==> src/rtl/mem_arbiter_if.sv <==
// mem_arbiter_if: bundles the fetch, load/store and memory-side signals of the
// two-port memory arbiter.
//   fetch:  f_req, f_addr -> ; <- f_rdata, f_ready
//   lsu:    l_req, l_we, l_addr, l_wdata -> ; <- l_rdata, l_ready
//   memory: <- mem_req, mem_we, mem_addr, mem_wdata ; mem_rdata, mem_ready ->
//   status: <- owner (0 = fetch, 1 = LSU), err (sticky timeout)
// slave  : arbiter view (drives grants, memory command and status)
// master : environment view (requesters plus memory)
interface mem_arbiter_if #(
  parameter int unsigned ADDR_WIDTH = 8,
  parameter int unsigned DATA_WIDTH = 8
);
  logic                  f_req;
  logic [ADDR_WIDTH-1:0] f_addr;
  logic [DATA_WIDTH-1:0] f_rdata;
  logic                  f_ready;

  logic                  l_req;
  logic                  l_we;
  logic [ADDR_WIDTH-1:0] l_addr;
  logic [DATA_WIDTH-1:0] l_wdata;
  logic [DATA_WIDTH-1:0] l_rdata;
  logic                  l_ready;

  logic                  mem_req;
  logic                  mem_we;
  logic [ADDR_WIDTH-1:0] mem_addr;
  logic [DATA_WIDTH-1:0] mem_wdata;
  logic [DATA_WIDTH-1:0] mem_rdata;
  logic                  mem_ready;

  logic                  owner;
  logic                  err;

  modport slave (
    input  f_req, f_addr, l_req, l_we, l_addr, l_wdata, mem_rdata, mem_ready,
    output f_rdata, f_ready, l_rdata, l_ready,
    output mem_req, mem_we, mem_addr, mem_wdata, owner, err
  );

  modport master (
    output f_req, f_addr, l_req, l_we, l_addr, l_wdata, mem_rdata, mem_ready,
    input  f_rdata, f_ready, l_rdata, l_ready,
    input  mem_req, mem_we, mem_addr, mem_wdata, owner, err
  );
endinterface

==> src/rtl/mem_arbiter.sv <==
// mem_arbiter: shares one memory port between the instruction fetch unit and
// the load/store unit. Round-robin grant in IDLE, transaction held in BUSY
// until mem_ready or watchdog expiry, one-cycle ready pulse in DONE.
// Ports:
//   clk  - clock
//   rst  - synchronous, active-low reset
//   bus  - mem_arbiter_if.slave (requester handshakes, memory port, owner, err)
// Parameters: ADDR_WIDTH, DATA_WIDTH, TIMEOUT (0 disables the watchdog).
module mem_arbiter #(
  parameter int unsigned ADDR_WIDTH = 8,
  parameter int unsigned DATA_WIDTH = 8,
  parameter int unsigned TIMEOUT    = 255
) (
  input  logic          clk,
  input  logic          rst,
  mem_arbiter_if.slave  bus
);

  localparam int unsigned WD_W = (TIMEOUT > 1) ? $clog2(TIMEOUT + 1) : 1;
  localparam logic [WD_W-1:0] WD_LIMIT = WD_W'(TIMEOUT);

  typedef enum logic [1:0] {
    IDLE,
    BUSY,
    DONE
  } state_t;

  state_t                state_q;
  logic                  mem_req_q;
  logic                  mem_we_q;
  logic [ADDR_WIDTH-1:0] mem_addr_q;
  logic [DATA_WIDTH-1:0] mem_wdata_q;
  logic [DATA_WIDTH-1:0] f_rdata_q;
  logic [DATA_WIDTH-1:0] l_rdata_q;
  logic                  f_ready_q;
  logic                  l_ready_q;
  logic                  owner_q;
  logic                  err_q;
  logic [WD_W-1:0]       wdog_q;

  logic grant_l;
  logic timeout_hit;

  // On a tie the requester that did not hold the port last time wins.
  assign grant_l     = bus.l_req && (!bus.f_req || !owner_q);
  assign timeout_hit = (TIMEOUT != 0) && (wdog_q == WD_LIMIT);

  always_ff @(posedge clk) begin
    if (!rst) begin
      state_q     <= IDLE;
      mem_req_q   <= 1'b0;
      mem_we_q    <= 1'b0;
      mem_addr_q  <= '0;
      mem_wdata_q <= '0;
      f_rdata_q   <= '0;
      l_rdata_q   <= '0;
      f_ready_q   <= 1'b0;
      l_ready_q   <= 1'b0;
      owner_q     <= 1'b1;
      err_q       <= 1'b0;
      wdog_q      <= '0;
    end else begin
      case (state_q)
        IDLE: begin
          if (bus.f_req || bus.l_req) begin
            if (grant_l) begin
              mem_addr_q  <= bus.l_addr;
              mem_we_q    <= bus.l_we;
              mem_wdata_q <= bus.l_wdata;
            end else begin
              mem_addr_q  <= bus.f_addr;
              mem_we_q    <= 1'b0;
              mem_wdata_q <= '0;
            end
            owner_q   <= grant_l;
            mem_req_q <= 1'b1;
            wdog_q    <= '0;
            state_q   <= BUSY;
          end
        end

        BUSY: begin
          if (bus.mem_ready || timeout_hit) begin
            mem_req_q <= 1'b0;
            mem_we_q  <= 1'b0;
            // Read data only on a real memory answer to a read; the ready
            // pulse is dropped if the owner withdrew its request meanwhile.
            if (owner_q) begin
              l_ready_q <= bus.l_req;
              if (bus.mem_ready && !mem_we_q) l_rdata_q <= bus.mem_rdata;
            end else begin
              f_ready_q <= bus.f_req;
              if (bus.mem_ready) f_rdata_q <= bus.mem_rdata;
            end
            if (!bus.mem_ready) err_q <= 1'b1;
            state_q <= DONE;
          end else if (wdog_q != '1) begin
            wdog_q <= wdog_q + 1'b1;
          end
        end

        DONE: begin
          f_ready_q <= 1'b0;
          l_ready_q <= 1'b0;
          state_q   <= IDLE;
        end

        default: state_q <= IDLE;
      endcase
    end
  end

  assign bus.mem_req   = mem_req_q;
  assign bus.mem_we    = mem_we_q;
  assign bus.mem_addr  = mem_addr_q;
  assign bus.mem_wdata = mem_wdata_q;
  assign bus.f_rdata   = f_rdata_q;
  assign bus.l_rdata   = l_rdata_q;
  assign bus.f_ready   = f_ready_q;
  assign bus.l_ready   = l_ready_q;
  assign bus.owner     = owner_q;
  assign bus.err       = err_q;

endmodule

==> src/flat_wrapper.sv <==
// flat-port wrapper written by rule: the top's interface ports become plain ports
module mem_arbiter_flat 
#(
  parameter int unsigned ADDR_WIDTH = 8,
  parameter int unsigned DATA_WIDTH = 8,
  parameter int unsigned TIMEOUT    = 255
)
  (clk, rst, bus_f_req, bus_f_addr, bus_l_req, bus_l_we, bus_l_addr, bus_l_wdata, bus_mem_rdata, bus_mem_ready, bus_f_rdata, bus_f_ready, bus_l_rdata, bus_l_ready, bus_mem_req, bus_mem_we, bus_mem_addr, bus_mem_wdata, bus_owner, bus_err);
  mem_arbiter_if #(.ADDR_WIDTH(ADDR_WIDTH), .DATA_WIDTH(DATA_WIDTH)) bus_i ();
  input  logic clk;
  input  logic rst;
  input wire logic [$bits(bus_i.f_req)-1:0] bus_f_req;
  input wire logic [$bits(bus_i.f_addr)-1:0] bus_f_addr;
  input wire logic [$bits(bus_i.l_req)-1:0] bus_l_req;
  input wire logic [$bits(bus_i.l_we)-1:0] bus_l_we;
  input wire logic [$bits(bus_i.l_addr)-1:0] bus_l_addr;
  input wire logic [$bits(bus_i.l_wdata)-1:0] bus_l_wdata;
  input wire logic [$bits(bus_i.mem_rdata)-1:0] bus_mem_rdata;
  input wire logic [$bits(bus_i.mem_ready)-1:0] bus_mem_ready;
  output wire logic [$bits(bus_i.f_rdata)-1:0] bus_f_rdata;
  output wire logic [$bits(bus_i.f_ready)-1:0] bus_f_ready;
  output wire logic [$bits(bus_i.l_rdata)-1:0] bus_l_rdata;
  output wire logic [$bits(bus_i.l_ready)-1:0] bus_l_ready;
  output wire logic [$bits(bus_i.mem_req)-1:0] bus_mem_req;
  output wire logic [$bits(bus_i.mem_we)-1:0] bus_mem_we;
  output wire logic [$bits(bus_i.mem_addr)-1:0] bus_mem_addr;
  output wire logic [$bits(bus_i.mem_wdata)-1:0] bus_mem_wdata;
  output wire logic [$bits(bus_i.owner)-1:0] bus_owner;
  output wire logic [$bits(bus_i.err)-1:0] bus_err;
  assign bus_i.f_req = bus_f_req;
  assign bus_i.f_addr = bus_f_addr;
  assign bus_i.l_req = bus_l_req;
  assign bus_i.l_we = bus_l_we;
  assign bus_i.l_addr = bus_l_addr;
  assign bus_i.l_wdata = bus_l_wdata;
  assign bus_i.mem_rdata = bus_mem_rdata;
  assign bus_i.mem_ready = bus_mem_ready;
  assign bus_f_rdata = bus_i.f_rdata;
  assign bus_f_ready = bus_i.f_ready;
  assign bus_l_rdata = bus_i.l_rdata;
  assign bus_l_ready = bus_i.l_ready;
  assign bus_mem_req = bus_i.mem_req;
  assign bus_mem_we = bus_i.mem_we;
  assign bus_mem_addr = bus_i.mem_addr;
  assign bus_mem_wdata = bus_i.mem_wdata;
  assign bus_owner = bus_i.owner;
  assign bus_err = bus_i.err;
  mem_arbiter #(.ADDR_WIDTH(ADDR_WIDTH), .DATA_WIDTH(DATA_WIDTH), .TIMEOUT(TIMEOUT)) u_core (.clk(clk), .rst(rst), .bus(bus_i));
endmodule
==> config.mk <==
export PLATFORM = sky130hd
export DESIGN_NAME = mem_arbiter_flat
export DESIGN_NICKNAME = d
export VERILOG_FILES = /design/src/rtl/mem_arbiter_if.sv /design/src/rtl/mem_arbiter.sv /design/src/flat_wrapper.sv
export SDC_FILE = /design/constraint.sdc
export NUM_CORES = 1
export LEC_CHECK = 0
export BUFFER_PORTS_ARGS = -buffer_cell sky130_fd_sc_hd__buf_2
export CAP_MARGIN = 20
export CORE_MARGIN = 4
export CORE_UTILIZATION = 48
export DETAILED_ROUTE_END_ITERATION = 8
export GPL_TIMING_DRIVEN = 0
export PLACE_DENSITY_LB_ADDON = 0.15
export SLEW_MARGIN = 20
export SYNTH_ARGS = -nofsm -noshare
export SYNTH_HDL_FRONTEND = slang
export SYNTH_SLANG_ARGS = --single-unit
export TNS_END_PERCENT = 50
==> constraint.sdc <==
create_clock -name clk -period 2.19 [get_ports clk]
set_input_delay 0.219 -clock clk [delete_from_list [all_inputs] [get_ports clk]]
set_output_delay 0.219 -clock clk [all_outputs]
set_load 0.05 [all_outputs]
==> results.py, run 1 <==
metrics = {
    "outcome": {
        "status": "finished clean",
    },
    "synthesis": {
        "syn_area_um2": 2000,
        "yosysTopAreaCell": "dfxtp_1",
        "synth_cell_types": 41,
        "yosysWarningCount": 0,
        "synthCells": 202,
        "netlist_top_cells_area": "dfxtp_1 48%, mux2i_1 13%, nor2_1 5.3%, a22o_1 3.5%, a211oi_1 3.4%",
        "synth_fp_nets": 241,
        "syn_avg_cell_area_um2": 9.90,
        "synth-seq-cells": 48,
        "yosys.area.top_type_share_pct": 48.1,
        "ys_seq_area_share_pct": 48.1,
    },
    "detailed_routing": {
        "detail-route-antenna-nets": 0,
        "drc": 0,
        "drt_iter0_drc": 67,
        "dr.pass1.iters": 4,
        "vias_per_cell": 5.23,
        "vias": 1748,
        "wl_per_cell_um": 13.5,
        "drt_wl_total_um": 4510,
    },
    "global_routing": {
        "use_met2_pct": 28.5,
        "top_usage_layer": "met2",
        "grt.met1_usage_pct": 23.4,
        "grt_usage_pct": 17.7,
        "grt_util_met3_pct": 4.43,
        "grt_pass1_vias": 1680,
        "antenna_found_initial": 0,
        "grt_pass1_wl_um": 7470,
        "grt_start_max_net_pins": 17,
        "grt.overflow.total": 0,
    },
    "timing": {
        "worstMarginPinSlew_ns": 0.457,
        "setup_viol": 0,
        "timing.final.ws_setup_ns": 0.492,
        "period_share_pct": 77.6,
        "fmax_ghz": 0.589,
        "hold_violations": 0,
        "fin_skew_ns": 0.00635,
        "slew_violations": 0,
        "grt_setup_unrepaired": "false",
        "slew-limit-headroom_pct": 69.5,
        "period_needed_ns": 1.70,
        "setup_tns_ns": 0,
    },
    "setup_path": {
        "start_kind": "flop",
        "crit_fanout": 6,
        "startpoint": "u_core.wdog_q[0]",
        "critPathKind": "flop to flop",
        "reg2reg_from": "u_core.wdog_q[0]",
        "critPathArrivalTime_ns": 1.89,
        "required_ns": 2.38,
        "crit_path_end_kind": "flop",
    },
    "power": {
        "ir_drop_mv": 0.428,
        "switchingPower_w": 0.000595,
        "comb_power_share_pct": 20.1,
        "pwr_density_cell_nw_per_um2": 778,
        "leakagePower_nw": 1.18,
        "p_seq_share_pct": 47.5,
        "p_int_w": 0.00139,
        "total_power_w": 0.00198,
        "swShare_pct": 30.0,
        "clock_power_share_pct": 32.4,
    },
    "placement": {
        "gp_congestion": 0.773,
        "placed_cell_area_um2": 2430,
        "dp.cells": 326,
        "dp_hpwl_um": 3360,
        "io_buffers": 74,
        "dpl_worst_slack_ns": 0.459,
    },
    "floorplanning": {
        "io_pins": 76,
        "rows": 23,
        "start_util_pct": 49.6,
        "die_y_um": 72.5,
        "core-area_um2": 4030,
        "die_area_um2": 5260,
        "die_x_um": 72.5,
    },
    "cts": {
        "clk_latency_ns": 0.29,
        "ctsLongestPathBuffers": 2,
        "numCtsBuffers": 5,
        "clkTransAtPathRegs_ns": 0.09,
        "post_cts_resized": 0,
        "postCtsHoldBufs": 0,
        "clock_sinks": 48,
        "cts_root_buf": "clkbuf_8",
        "post_cts_buffers": 0,
        "htree_levels": 2,
        "cts_tree": "done",
    },
    "layout": {
        "fin_area_um2": 2550,
        "final_cells": 334,
        "area_growth_pct": 27.4,
        "n_antenna_cell": 0,
        "final_nets": 322,
        "drive_above_1_share_pct": 33.8,
    },
    "hold_path": {
        "min_path_type": "input pin to flop",
        "hold_start": "bus_l_wdata[1]",
    },
    "flow_run": {
        "cap_violations": 0,
    },
}
power groups by stage:
stage	sequential [W]	combinational, W	clock [W]
finish	0.000942	0.000399	0.000641
global route	0.000948	0.000430	0.000702
CTS	0.000942	0.000402	0.000659
detailed placement	0.000962	0.000401	0
global placement	0.000962	0.000396	0
floorplan	0.00110	0.000154	0
per-stage QoR:
step	util [%]	hold WS, ns
global placement	60.4	0.429
finish	63.2	0.132
CTS	63.2	0.122
global route	63.2	0.123
floorplan	-	0.345
detailed placement	60.4	0.434
area by class of cell:
| class | instances | area [µm²] |
|---|---|---|
| fillers | 356 | 1480 |
| flip-flops and latches | 48 | 961 |
| multi-input cells | 138 | 940 |
| repair buffers | 74 | 370 |
| plain buffers | 13 | 87.6 |
| clock buffers | 5 | 68.8 |
| well taps | 50 | 62.6 |
| clock inverters | 3 | 46.3 |
| inverters | 3 | 11.3 |
layer usage:
layer / wire length (µm) / share of wire, %
met1: 2020 / 45
met2: 2150 / 48
met3: 282 / 6.3
met4: 57 / 1.3
met5: 0 / 0
cell usage in the layout (no fill, tap or decap), drive strengths merged, types with 4 or more instances in the layout:
master  count
buf        84
dfxtp      48
nor2       29
mux2i      26
nand2      13
a211oi      9
a22o        8
a21oi       8
clkbuf      8
nand3       7
inv         4
o21ai       4
worst paths after layout:
check	end	slack, ns	cells past startpoint
max reg2reg	u_core.bus.mem_we	0.49	5
max	u_core.bus.mem_we	0.49	5
min	u_core.bus.mem_wdata[1]	0.13	2
min reg2reg	u_core.bus.f_ready	0.46	2
cell usage after synthesis, drive strengths merged:
cell type  number
a21oi           8
nor3b           2
o31ai           1
o21ba           1
or2             1
o2111ai         3
a21boi          1
clkbuf          3
ha              1
o211a           1
mux2i          26
nand3           7
a211oi          9
inv             3
a21o            2
nand2          13
a211o           1
nand4           1
nor3            3
o211ai          2
buf            10
and2            1
and3            3
xor2            1
o21a            1
nor2           29
a22o            8
nand2b          2
and4b           1
a2111o          3
dfxtp          48
nor2b           1
o21ai           4
a32o            1
registers in the layout (all words and copies together), names as in the netlist:
name / flops
u_core.bus.err: 1
u_core.bus.f_rdata: 8
u_core.bus.f_ready: 1
u_core.bus.l_rdata: 8
u_core.bus.l_ready: 1
u_core.bus.mem_addr: 8
u_core.bus.mem_req: 1
u_core.bus.mem_wdata: 8
u_core.bus.mem_we: 1
u_core.bus.owner: 1
u_core.state_q: 2
u_core.wdog_q: 8
cell families after synthesis:
family / Yosys count / share of synthesized area (%)
adders and majority gates: 1 / 0.626
xor gates and xnor gates: 1 / 0.438
DFF: 48 / 48.1
buffers and inverters: 16 / 4.94
and+or+nand+nor: 64 / 15.3
muxes: 26 / 13.0
AOI/OAI and AO/OA: 46 / 17.6
worst max-delay path: stages, from the launching register on:
cell and delay [ns]:
dfxtp_1 0.37, ha_1 0.22, nand3_1 0.16, o21ba_1 0.28, a211o_1 0.31, a32o_1 0.25
Note: power is estimated with default switching activity, not from simulation.
==> run 2, diff against run 1 <==
Settings changed: CORE_UTILIZATION 48 to 43.
Clock period 2.19 ns to 1.4 ns, I/O delays scaled along.
==> results.py, run 2 (same netlist as run 1, synthesis figures left out) <==
metrics = {
    "outcome": {
        "status": "finished clean",
    },
    "floorplanning": {
        "rows": 24,
        "io_pins": 76,
        "die_x_um": 76.2,
        "start_util_pct": 45.3,
        "die_area_um2": 5800,
        "die_y_um": 76.2,
        "core-area_um2": 4410,
    },
    "cts": {
        "cts_root_buf": "clkbuf_8",
        "cts_tree": "done",
        "htree_levels": 2,
        "clock_sinks": 48,
        "clk_latency_ns": 0.30,
        "postCtsHoldBufs": 0,
        "ctsLongestPathBuffers": 2,
        "numCtsBuffers": 5,
        "clkTransAtPathRegs_ns": 0.09,
    },
    "setup_path": {
        "critical_path.max_stage_delay_ns": 0.42,
        "crit_fanout": 6,
        "regToRegSetupSlack_ns": 0.02,
        "path_cells": "nor2_4 -> buf_4 -> a21o_1 -> a2111o_1 -> nand2_1",
        "start_kind": "flop",
        "rr_worst_depth": 5,
        "r2r-end": "u_core.wdog_q[2]",
        "endpoint": "u_core.wdog_q[2]",
        "critPathArrivalTime_ns": 1.62,
        "crit_path_end_kind": "flop",
        "startpoint": "u_core.state_q[1]",
        "required_ns": 1.64,
        "reg2reg_from": "u_core.state_q[1]",
        "critPathKind": "flop to flop",
        "critPathSlowestCell": "dfxtp_4",
    },
    "timing": {
        "period_needed_ns": 1.38,
        "fin_skew_ns": 0.00611,
        "timing.hold.ws_ns": 0.0433,
        "fmax_ghz": 0.723,
        "worstMarginPinSlew_ns": 0.464,
        "setup_tns_ns": 0,
        "period_share_pct": 98.8,
        "slew-limit-headroom_pct": 69.1,
        "slew_violations": 0,
        "setup_viol": 0,
        "grt_setup_unrepaired": "true",
        "hold_violations": 0,
    },
    "global_routing": {
        "grt_pass1_vias": 1673,
        "antenna_found_initial": 0,
        "grt_start_max_net_pins": 16,
        "grt_usage_pct": 16.5,
        "grt.overflow.total": 0,
        "grt_pass1_wl_um": 8010,
    },
    "detailed_routing": {
        "vias": 1799,
        "drt_wl_total_um": 5010,
        "dr.pass1.iters": 4,
        "vias_per_cell": 5.10,
        "drt_iter0_drc": 95,
        "wl_per_cell_um": 14.2,
        "drc": 0,
        "detail-route-antenna-nets": 0,
    },
    "placement": {
        "dp.cells": 328,
        "io_buffers": 74,
        "gp_congestion": 0.765,
        "dp_hpwl_um": 3420,
    },
    "power": {
        "p_int_w": 0.00219,
        "ir_drop_mv": 0.815,
        "clock_power_share_pct": 31.1,
        "comb_power_share_pct": 22.0,
        "pwr_density_cell_nw_per_um2": 1120,
        "switchingPower_w": 0.000960,
        "swShare_pct": 30.4,
        "p_seq_share_pct": 46.9,
        "leakagePower_nw": 1.29,
    },
    "flow_run": {
        "cap_violations": 0,
    },
    "layout": {
        "final_core_util_pct": 63.7,
        "final_cells": 353,
        "layout_common_cells": "77 x buf_2, 38 x dfxtp_1, 28 x nor2_1",
        "area_growth_pct": 40.6,
        "n_antenna_cell": 0,
        "layout_commonest_cell": "buf_2",
        "final_nets": 339,
        "drive_above_1_share_pct": 45.5,
    },
    "hold_path": {
        "min_path_type": "input pin to flop",
    },
}
run 2: cell count changes in the layout (fill, tap and decap cells not counted), sizes merged:
| cell | change |
|---|---|
| bufinv | -1 |
| clkinv | +1 |
| inv | -1 |
| buf | +16 |
| clkinvlp | -1 |
| clkbuf | +3 |
run 2: what timing repair did:
item                                    4_1_cts  5_1_grt
endpoints found under the setup margin       30       36
setup buffers                                 6       10
pin swaps                                     4        6
gates resized for setup                      19       16
gates cloned                                  0        2
run 2: layer usage:
metal	share of wire, %	GRT usage, %	wire (µm)
met1	44	20.3	2180
met2	47	26.6	2360
met3	8.0	6.03	403
met4	1.1	5.77	55
met5	0	0	0
run 2: layout make-up:
cell class                 instances  area, µm²
buffer                            12       93.8
clock buffer                       7        108
clock inverter                     1       8.76
fill                             363       1600
inverter                           3       11.3
multi-input combinational        138       1040
sequential                        48        986
tap                               52       65.1
timing repair buffer              92        500
run 2: how the worst min path moves through the flow:
stage                               from                       to  slack, ns  cells after the start
after floorplan           bus_l_wdata[0]  u_core.bus.mem_wdata[0]       0.27                      1
after detailed placement  bus_l_wdata[5]  u_core.bus.mem_wdata[5]       0.35                      2
after global placement    bus_l_wdata[0]  u_core.bus.mem_wdata[0]       0.35                      2
after global routing            bus_l_we        u_core.bus.mem_we       0.03                      2
final                     bus_l_wdata[5]  u_core.bus.mem_wdata[5]       0.04                      2
after CTS                 bus_l_wdata[5]  u_core.bus.mem_wdata[5]       0.03                      2
run 2: per-stage QoR:
stage | worst slack, ns | area (µm²) | power [W]
floorplan | 0.00154 | 2040 | 0.00196
global placement | -0.205 | 2470 | 0.00213
detailed placement | -0.214 | 2470 | 0.00213
CTS | -0.0113 | 2690 | 0.00313
global route | -0.0733 | 2810 | 0.00330
finish | 0.0164 | 2810 | 0.00315
run 2: critical path, delay by kind of cell, from the launching register on:
family	cells	cell delay [ns]
compound gates	2	0.64
flops	1	0.42
buf+inv	1	0.14
simple gates	2	0.12
run 2: power groups by stage:
stage	Clock, W	Sequential (W)	Combinational, W
2_1_floorplan	0	0.00172	0.000242
3_3_place_gp	0	0.00151	0.000623
3_5_place_dp	0	0.00151	0.000628
4_1_cts	0.00100	0.00148	0.000650
5_1_grt	0.00107	0.00149	0.000744
6_report	0.000982	0.00148	0.000694
